--- src/rtl/seq_tx_hex_uart.sv ---
// UART 8N1 transmitter that prints one accepted data word as uppercase ASCII hex,
// most significant nibble first, optionally followed by CR LF.
module seq_tx_hex_uart #(
    parameter int DATA_WIDTH = 8,
    parameter int CLK_DIV    = 868,
    parameter int SEND_CRLF  = 1
) (
    input  logic                  clk,
    input  logic                  rst,
    input  logic [DATA_WIDTH-1:0] i_tx_data,
    input  logic                  i_tx_valid,
    output logic                  o_tx_busy,
    output logic                  o_uart_tx
);
    localparam int NCHAR = DATA_WIDTH / 4;
    localparam int NTOT  = NCHAR + 2 * SEND_CRLF;
    localparam int CW    = $clog2(NTOT + 1);
    localparam int BW    = $clog2(CLK_DIV);

    typedef enum logic [1:0] {S_IDLE, S_START, S_DATA, S_STOP} state_t;

    state_t                state_q, state_d;
    logic [BW-1:0]         baud_q, baud_d;
    logic [2:0]            bit_q, bit_d;
    logic [CW-1:0]         char_q, char_d;
    logic [DATA_WIDTH-1:0] word_q, word_d;
    logic [7:0]            shift_q, shift_d;
    logic                  busy_q, busy_d;
    logic                  tx_q, tx_d;

    logic [DATA_WIDTH-1:0] src_word;
    logic [CW-1:0]         sel_idx;
    logic [7:0]            sel_code;
    logic [3:0]            nib [NCHAR];
    logic                  baud_end;

    function automatic logic [7:0] hex_char(input logic [3:0] n);
        return (n <= 4'd9) ? (8'h30 + {4'h0, n}) : (8'h37 + {4'h0, n});
    endfunction

    // The next character is formatted ahead of time: from the live input on the
    // accept edge, otherwise from the held word for the character after char_q.
    assign src_word = (state_q == S_IDLE) ? i_tx_data : word_q;
    assign sel_idx  = (state_q == S_IDLE) ? '0 : char_q + CW'(1);
    assign baud_end = (baud_q == BW'(CLK_DIV - 1));

    generate
        for (genvar gi = 0; gi < NCHAR; gi++) begin : g_nib
            assign nib[gi] = src_word[DATA_WIDTH-1-4*gi -: 4];
        end
    endgenerate

    always_comb begin
        sel_code = 8'h0A;
        if (SEND_CRLF != 0 && sel_idx == CW'(NCHAR)) sel_code = 8'h0D;
        for (int i = 0; i < NCHAR; i++) begin
            if (sel_idx == CW'(i)) sel_code = hex_char(nib[i]);
        end
    end

    always_comb begin
        state_d = state_q;
        baud_d  = baud_q;
        bit_d   = bit_q;
        char_d  = char_q;
        word_d  = word_q;
        shift_d = shift_q;
        busy_d  = busy_q;
        tx_d    = tx_q;
        case (state_q)
            S_IDLE: begin
                if (i_tx_valid) begin
                    word_d  = i_tx_data;
                    shift_d = sel_code;
                    busy_d  = 1'b1;
                    tx_d    = 1'b0;
                    baud_d  = '0;
                    char_d  = '0;
                    state_d = S_START;
                end
            end
            S_START: begin
                if (baud_end) begin
                    baud_d  = '0;
                    bit_d   = 3'd0;
                    tx_d    = shift_q[0];
                    shift_d = shift_q >> 1;
                    state_d = S_DATA;
                end else begin
                    baud_d = baud_q + BW'(1);
                end
            end
            S_DATA: begin
                if (baud_end) begin
                    baud_d = '0;
                    if (bit_q == 3'd7) begin
                        tx_d    = 1'b1;
                        state_d = S_STOP;
                    end else begin
                        bit_d   = bit_q + 3'd1;
                        tx_d    = shift_q[0];
                        shift_d = shift_q >> 1;
                    end
                end else begin
                    baud_d = baud_q + BW'(1);
                end
            end
            S_STOP: begin
                if (baud_end) begin
                    baud_d = '0;
                    if (char_q == CW'(NTOT - 1)) begin
                        busy_d  = 1'b0;
                        state_d = S_IDLE;
                    end else begin
                        char_d  = char_q + CW'(1);
                        shift_d = sel_code;
                        tx_d    = 1'b0;
                        state_d = S_START;
                    end
                end else begin
                    baud_d = baud_q + BW'(1);
                end
            end
            default: state_d = S_IDLE;
        endcase
    end

    always_ff @(posedge clk) begin
        if (rst) begin
            state_q <= S_IDLE;
            baud_q  <= '0;
            bit_q   <= '0;
            char_q  <= '0;
            word_q  <= '0;
            shift_q <= '0;
            busy_q  <= 1'b0;
            tx_q    <= 1'b1;
        end else begin
            state_q <= state_d;
            baud_q  <= baud_d;
            bit_q   <= bit_d;
            char_q  <= char_d;
            word_q  <= word_d;
            shift_q <= shift_d;
            busy_q  <= busy_d;
            tx_q    <= tx_d;
        end
    end

    assign o_tx_busy = busy_q;
    assign o_uart_tx = tx_q;
endmodule
--- config.mk ---
export PLATFORM = sky130hd
export DESIGN_NAME = seq_tx_hex_uart
export DESIGN_NICKNAME = d
export VERILOG_FILES = /design/src/rtl/seq_tx_hex_uart.sv
export SDC_FILE = /design/constraint.sdc
export NUM_CORES = 1
export LEC_CHECK = 0
export ABC_AREA = 0
export CORE_UTILIZATION = 43
export DETAILED_ROUTE_END_ITERATION = 8
export GPL_TIMING_DRIVEN = 0
export HOLD_SLACK_MARGIN = 0.12
export PLACE_DENSITY = 0.65
export SLEW_MARGIN = 10
export SYNTH_ARGS = -nofsm -noshare
export SYNTH_HDL_FRONTEND = slang
export SYNTH_SLANG_ARGS = --single-unit
--- constraint.sdc ---
create_clock -name clk -period 3.56 [get_ports clk]
set_clock_uncertainty 0.2 [all_clocks]
set_input_delay 0.712 -clock clk [delete_from_list [all_inputs] [get_ports clk]]
set_output_delay 0.712 -clock clk [all_outputs]
set_load 0.02 [all_outputs]
==> results_dict.tcl, run 1 <==
set metrics [dict create \
    wirelength_um 4868 \
    syn_to_final_growth_pct 15.34 \
    layout_min_cycle_time_ns 3.280 \
    worstReg2RegEnd "shift_q[0]" \
    grt_pass1_wl_um 8321 \
    rsz0062_at_grt "false" \
    avgSynthCellArea_um2 8.064 \
    numCtsBuffers 5 \
    core-area_mm2 0.004755 \
    syn_nets 288 \
    ys_warn_count 0 \
    period_share_pct 92.14 \
    tightest_slew_ns 0.5261 \
    dr_total_vias 1933 \
    synth_edf_count 0 \
    grt_pass1_vias 1756 \
    min_to "shift_q[6]" \
    gp_congestion 0.8577 \
    ys_async_sr_fraction_pct 0 \
    n_antenna_cell 0 \
    grt_use_total_pct 20.28 \
    postRouteAntennaNets 0 \
    die_area_mm2 0.005256 \
    cts.sinks 35 \
    antenna_found_initial 0 \
    reg2reg_slack_ns 0.28 \
    cts_tree "yes" \
    grt-ovfl-total 0 \
    startpoint_type "flip-flop" \
    die_w_um 72.50 \
    die_y_um 72.50 \
    path_class "reg -> reg" \
    slew_viol_final 0 \
    cp.required_ns 3.53 \
    cap_violations 0 \
    cts_hold_buf 0 \
    ir_worst_vdd_uv 367.7 \
    clock_power_share_pct 21.0 \
    setup_viol 0 \
    power.internal_mw 1.036 \
    p_leak_nw 0.9430 \
    initial_core_util_pct 44.95 \
    regToRegStartpoint "state_q[0]" \
    synth-seq-cells 35 \
    grt_max_degree 12 \
    syn-cell-area_mm2 0.002137 \
    slew_headroom_pct 64.92 \
    hp-start "shift_q[6]" \
    switching_power_mw 0.7493 \
    clkTransAtPathRegs_ns 0.07 \
    synth-main-ff-cell "dfxtp_1" \
    clk_latency_ns 0.29 \
    dp_hpwl_um 3659 \
    nNetsFinal 307 \
    layout-drive-gt1-share_pct 7.368 \
    tns_ns 0 \
    reg2reg_depth 11 \
    synth.distinct_cells 52 \
    clk_root_buffer_cell "clkbuf_8" \
    rows 25 \
    finalPower_mw 1.786 \
    first_pass_iters 4 \
    clk_path_buf_depth 2 \
    path_max_fanout 10 \
    crit_arrival_ns 3.25 \
    ios 13 \
    drt_iter0_markers 146 \
    power.share.switching_pct 41.97 \
    drc 0 \
    io_buffers 12 \
    status "complete, no violations" \
    ys_seq_area_share_pct 32.79 \
    combPwrFrac_pct 49.9 \
    wl_per_cell_um 13.83 \
    hold_depth 2 \
    hold_class "reg -> reg" \
    htree_levels 2 \
    p_seq_share_pct 29.0 \
    critPathCaptureType "flip-flop" \
    synth_cells 265 \
    via_per_inst 5.491 \
    hold_violations 0 \
    max_freq_ghz 0.3049 \
    p_per_area_mw_per_mm2 724.4 \
]
## area by class of cell
| class | instances | area, um^2 |
|---|---|---|
| fill | 482 | 2290 |
| inverter | 12 | 45.04 |
| clock inverter | 2 | 35.03 |
| sequential | 35 | 700.7 |
| multi-input combinational | 208 | 1355 |
| clock buffer | 6 | 82.58 |
| buffer | 10 | 42.54 |
| tap | 67 | 83.83 |
| timing repair buffer | 12 | 120.1 |
## state kept, by name (all words and copies together) (netlist names)
name / cells
o_uart_tx: 1
bit_q: 3
word_q: 8
o_tx_busy: 1
char_q: 3
state_q: 2
shift_q: 7
baud_q: 10
## how the worst max path moves through the flow
stage               startpoint          to  slack [ns]
finish              state_q[0]  shift_q[0]        0.28
global route        state_q[0]  shift_q[0]        0.04
CTS                 state_q[0]  shift_q[0]        0.01
detailed placement  state_q[0]  shift_q[0]        0.04
global placement    state_q[0]  shift_q[0]       -0.01
floorplan           state_q[0]  shift_q[0]        0.74
## critical path: stages (launching register included)
cell	delay [ns]
dfxtp_1	0.35
inv_1	0.13
ha_1	0.23
buf_2	0.23
buf_2	0.27
mux2i_1	0.33
ha_1	0.26
o21bai_1	0.09
a32o_1	0.34
xnor2_1	0.17
a2111oi_2	0.45
o21ai_1	0.12
## cells in the mapped netlist, drive strengths merged (2+ instances only)
library cell / number / area, um^2
dfxtp: 35 / 700.7
nand2: 29 / 108.9
nor2: 26 / 97.59
a21oi: 23 / 122.6
o21ai: 16 / 80.07
ha: 12 / 150.1
nand3: 12 / 60.06
inv: 11 / 41.29
o211ai: 8 / 60.06
and2: 7 / 43.79
mux2i: 6 / 60.06
buf: 5 / 23.77
clkbuf: 5 / 18.77
nor3: 5 / 30.03
xnor2: 5 / 43.79
xor2: 5 / 43.79
a22o: 4 / 35.03
a31oi: 4 / 25.02
nand2b: 4 / 25.02
nand4: 4 / 25.02
and3: 3 / 23.77
nor2b: 3 / 18.77
o41ai: 3 / 26.28
a2111oi: 2 / 17.52
nor4b: 2 / 17.52
nor4bb: 2 / 20.02
o211a: 2 / 20.02
o21bai: 2 / 15.01
o221ai: 2 / 17.52
## layer usage
metal | global-route usage (%) | vias to the layer above | share of wire, %
li1 | - | 1002 | -
met4 | 6.100 | 0 | 1.2
met3 | 4.722 | 6 | 3.0
met2 | 30.22 | 26 | 43
met1 | 28.95 | 899 | 53
met5 | 0 | - | 0
## power by group through the flow
stage / sequential (mW) / clock [mW] / combinational [mW]
after floorplan: 0.523 / 0 / 0.656
after global placement: 0.525 / 0 / 0.865
after detailed placement: 0.526 / 0 / 0.872
after CTS: 0.518 / 0.383 / 0.874
after global routing: 0.528 / 0.397 / 1.00
final: 0.518 / 0.375 / 0.892
## cell usage in the layout, fill, tap and decap left out, drive strengths merged, types with 5 or more instances in the layout
cell	Yosys	routed
mux2i	6	6
xor2	5	5
o211ai	8	8
nand3	12	12
a21oi	23	23
and2	7	7
clkbuf	5	11
o21ai	16	16
clkdlybuf4s50	0	12
nor2	26	26
ha	12	12
xnor2	5	5
nor3	5	5
buf	5	5
inv	11	11
dfxtp	35	35
nand2	29	29
## per-stage QoR
step	hold WS (ns)	worst slack (ns)	area (um^2)	std cells	utilization, %
floorplan	0.2324	0.7362	2137	265	-
global placement	0.2421	-0.01468	2341	344	49.24
detailed placement	0.2568	0.03891	2341	344	49.24
CTS	0.2669	0.01412	2459	352	51.71
global route	0.3062	0.03665	2465	352	51.84
finish	0.2605	0.2798	2465	352	51.84
## timing repair
item	CTS	global route
buffers inserted	0	0
gates resized for setup	0	2
setup endpoints to repair	0	1
## kinds of logic (layout without fill, tap and decap cells)
logic type               count (synthesis)  count (layout)  share of synthesized area [%]
flip-flops                              35              35                          32.79
AO/OA/AOI/OAI                           75              75                          23.13
multiplexers                             7               7                          3.337
buffers and inverters                   22              42                          4.098
XOR/XNOR                                10              10                          4.098
adder cells (fa/ha/maj)                 12              12                          7.026
AND/OR/NAND/NOR                        104             104                          25.53
(Power assumes the default switching activity.)
==> run 2: changes to the inputs <==
--- a/config.mk
+++ b/config.mk
@@ -11,6 +11,7 @@
 export GPL_TIMING_DRIVEN = 0
 export HOLD_SLACK_MARGIN = 0.12
 export PLACE_DENSITY = 0.65
+export RECOVER_POWER = 50
 export SLEW_MARGIN = 10
 export SYNTH_ARGS = -nofsm -noshare
 export SYNTH_HDL_FRONTEND = slang
==> run 2 against run 1 <==
Flip-flop and latch count unchanged; first-iteration DRC count down 12%; non-clock buffer count unchanged; register-to-register slack about the same; maximum frequency about the same; sequential power about the same; cell count unchanged; count of clock-buffer cells in the layout unchanged; combinational power down 0.4%; setup slack worse by 0.0031 ns; critical path type unchanged; largest power group unchanged; highest routed layer unchanged.
==> results_dict.tcl, run 2 (synthesis gave the netlist of run 1 again) <==
set metrics [dict create \
    p_seq_share_pct 29.1 \
    grt_max_degree 12 \
    combPwrFrac_pct 49.8 \
    cp.required_ns 3.53 \
    placed_cell_area_mm2 0.002341 \
    fin_area_mm2 0.002461 \
    dp_hpwl_um 3659 \
    die_y_um 72.50 \
    grt_pass1_wl_um 8321 \
    rsz0062_at_grt "false" \
    postRouteAntennaNets 0 \
    final_core_util_pct 51.76 \
    die_w_um 72.50 \
    gp_congestion 0.8577 \
    clkTransAtPathRegs_ns 0.07 \
    top_register "baud_q" \
    syn_to_final_growth_pct 15.16 \
    critPathCaptureType "flip-flop" \
    ir_worst_vdd_uv 361.2 \
    reg2reg_depth 11 \
    core-area_mm2 0.004755 \
    final_common_cell "dfxtp_1" \
    numCtsBuffers 5 \
    hold_class "reg -> reg" \
    regToRegStartpoint "state_q[0]" \
    clk_path_buf_depth 2 \
    hp-start "shift_q[6]" \
    grt_use_total_pct 20.28 \
    wirelength_um 4859 \
    cap_violations 0 \
    dr_total_vias 1930 \
    cts_tree "yes" \
    nNetsFinal 307 \
    path_max_fanout 10 \
    drt_iter0_markers 128 \
    initial_core_util_pct 44.95 \
    cpPeakStageDelay_ns 0.45 \
    path_class "reg -> reg" \
    ios 13 \
    slew_headroom_pct 65.62 \
    grt_pass1_vias 1756 \
    startpoint_type "flip-flop" \
    switching_power_mw 0.7493 \
    wl_per_cell_um 13.80 \
    rows 25 \
    tns_ns 0 \
    min_to "shift_q[6]" \
    cts_hold_buf 0 \
    first_pass_iters 4 \
    hold_depth 2 \
    drc 0 \
    tightest_slew_ns 0.5157 \
    period_share_pct 92.23 \
    cts.sinks 35 \
    largest_reg_flops 10 \
    worstReg2RegEnd "shift_q[0]" \
    io_buffers 12 \
    antenna_found_initial 0 \
    htree_levels 2 \
    crit_arrival_ns 3.26 \
    grt-ovfl-total 0 \
    slew_viol_final 0 \
    power.internal_mw 1.033 \
    layout-drive-gt1-share_pct 7.018 \
    clk_latency_ns 0.29 \
    setup_viol 0 \
    status "complete, no violations" \
    reg2reg_slack_ns 0.28 \
    critical_path.slowest_cell "a2111oi_2" \
    die_area_mm2 0.005256 \
    via_per_inst 5.483 \
    p_per_area_mw_per_mm2 724.1 \
    clk_root_buffer_cell "clkbuf_8" \
    n_antenna_cell 0 \
    reg.largest.list "baud_q x10, word_q x8, shift_q x7" \
    p_leak_nw 0.9464 \
    hold_violations 0 \
    clock_power_share_pct 21.1 \
    path_cells "inv_1, ha_1, buf_2, buf_2, mux2i_1, ha_1, o21bai_1, a32o_1, xnor2_1, a2111oi_2, o21ai_1" \
    power.share.switching_pct 42.04 \
    cp_top_family "compound AO/OA/AOI/OAI gates" \
    layout_min_cycle_time_ns 3.283 \
    crit_buf_inv 3 \
    final_cell_mix "dfxtp_1, nand2_1, nor2_1, a21oi_1, o21ai_0" \
    max_freq_ghz 0.3046 \
]
-- run 2: final cells by class --
type                    count  area, um^2
well taps                  67       83.83
clock buffers               6       82.58
multi-input cells         208        1351
repair buffers             12       120.1
plain buffers              10       42.54
inverters                  12       45.04
fillers                   484        2293
flip-flops and latches     35       700.7
clock inverters             2       35.03
-- run 2: worst max path at each step --
stage / startpoint / to / slack, ns / depth (start not counted)
after global placement: state_q[0] / shift_q[0] / -0.01 / 11
final: state_q[0] / shift_q[0] / 0.28 / 11
after global routing: state_q[0] / shift_q[0] / 0.04 / 11
after floorplan: state_q[0] / shift_q[0] / 0.74 / 11
after detailed placement: state_q[0] / shift_q[0] / 0.04 / 11
after CTS: state_q[0] / shift_q[0] / 0.01 / 11
-- run 2: timing repair --
action | CTS | global route
setup endpoints to repair | 0 | 1
resized for setup | 0 | 2
setup buffers | 0 | 0
-- run 2: layer usage --
layer,routed length (um),up-vias,global-route usage (%)
li1,-,1002,-
met1,2565,893,28.95
met2,2077,30,30.22
met3,169,5,4.722
met4,48,0,6.100
met5,0,-,0
-- run 2: power groups by stage --
| stage | clock network [mW] | logic (mW) | registers [mW] |
|---|---|---|---|
| 6_report | 0.377 | 0.888 | 0.518 |
| 5_1_grt | 0.397 | 0.998 | 0.528 |
| 4_1_cts | 0.383 | 0.874 | 0.518 |
| 3_5_place_dp | 0 | 0.872 | 0.526 |
| 3_3_place_gp | 0 | 0.865 | 0.525 |
| 2_1_floorplan | 0 | 0.656 | 0.523 |
-- run 2: worst reg2reg max path, cell delays in order (launching register included) --
cell and delay, ns:
dfxtp_1 0.35, inv_1 0.14, ha_1 0.23, buf_2 0.23, buf_2 0.27, mux2i_1 0.34
ha_1 0.26, o21bai_1 0.09, a32o_1 0.33, xnor2_1 0.17, a2111oi_2 0.45, o21ai_1 0.12
-- run 2: through the flow --
stage	hold slack [ns]	cells	total power, mW	setup slack [ns]
3_5_place_dp	0.2568	344	1.398	0.03891
5_1_grt	0.3062	352	1.923	0.03726
2_1_floorplan	0.2324	265	1.179	0.7362
6_report	0.2608	352	1.782	0.2767
4_1_cts	0.2669	352	1.775	0.01412
3_3_place_gp	0.2421	344	1.390	-0.01468
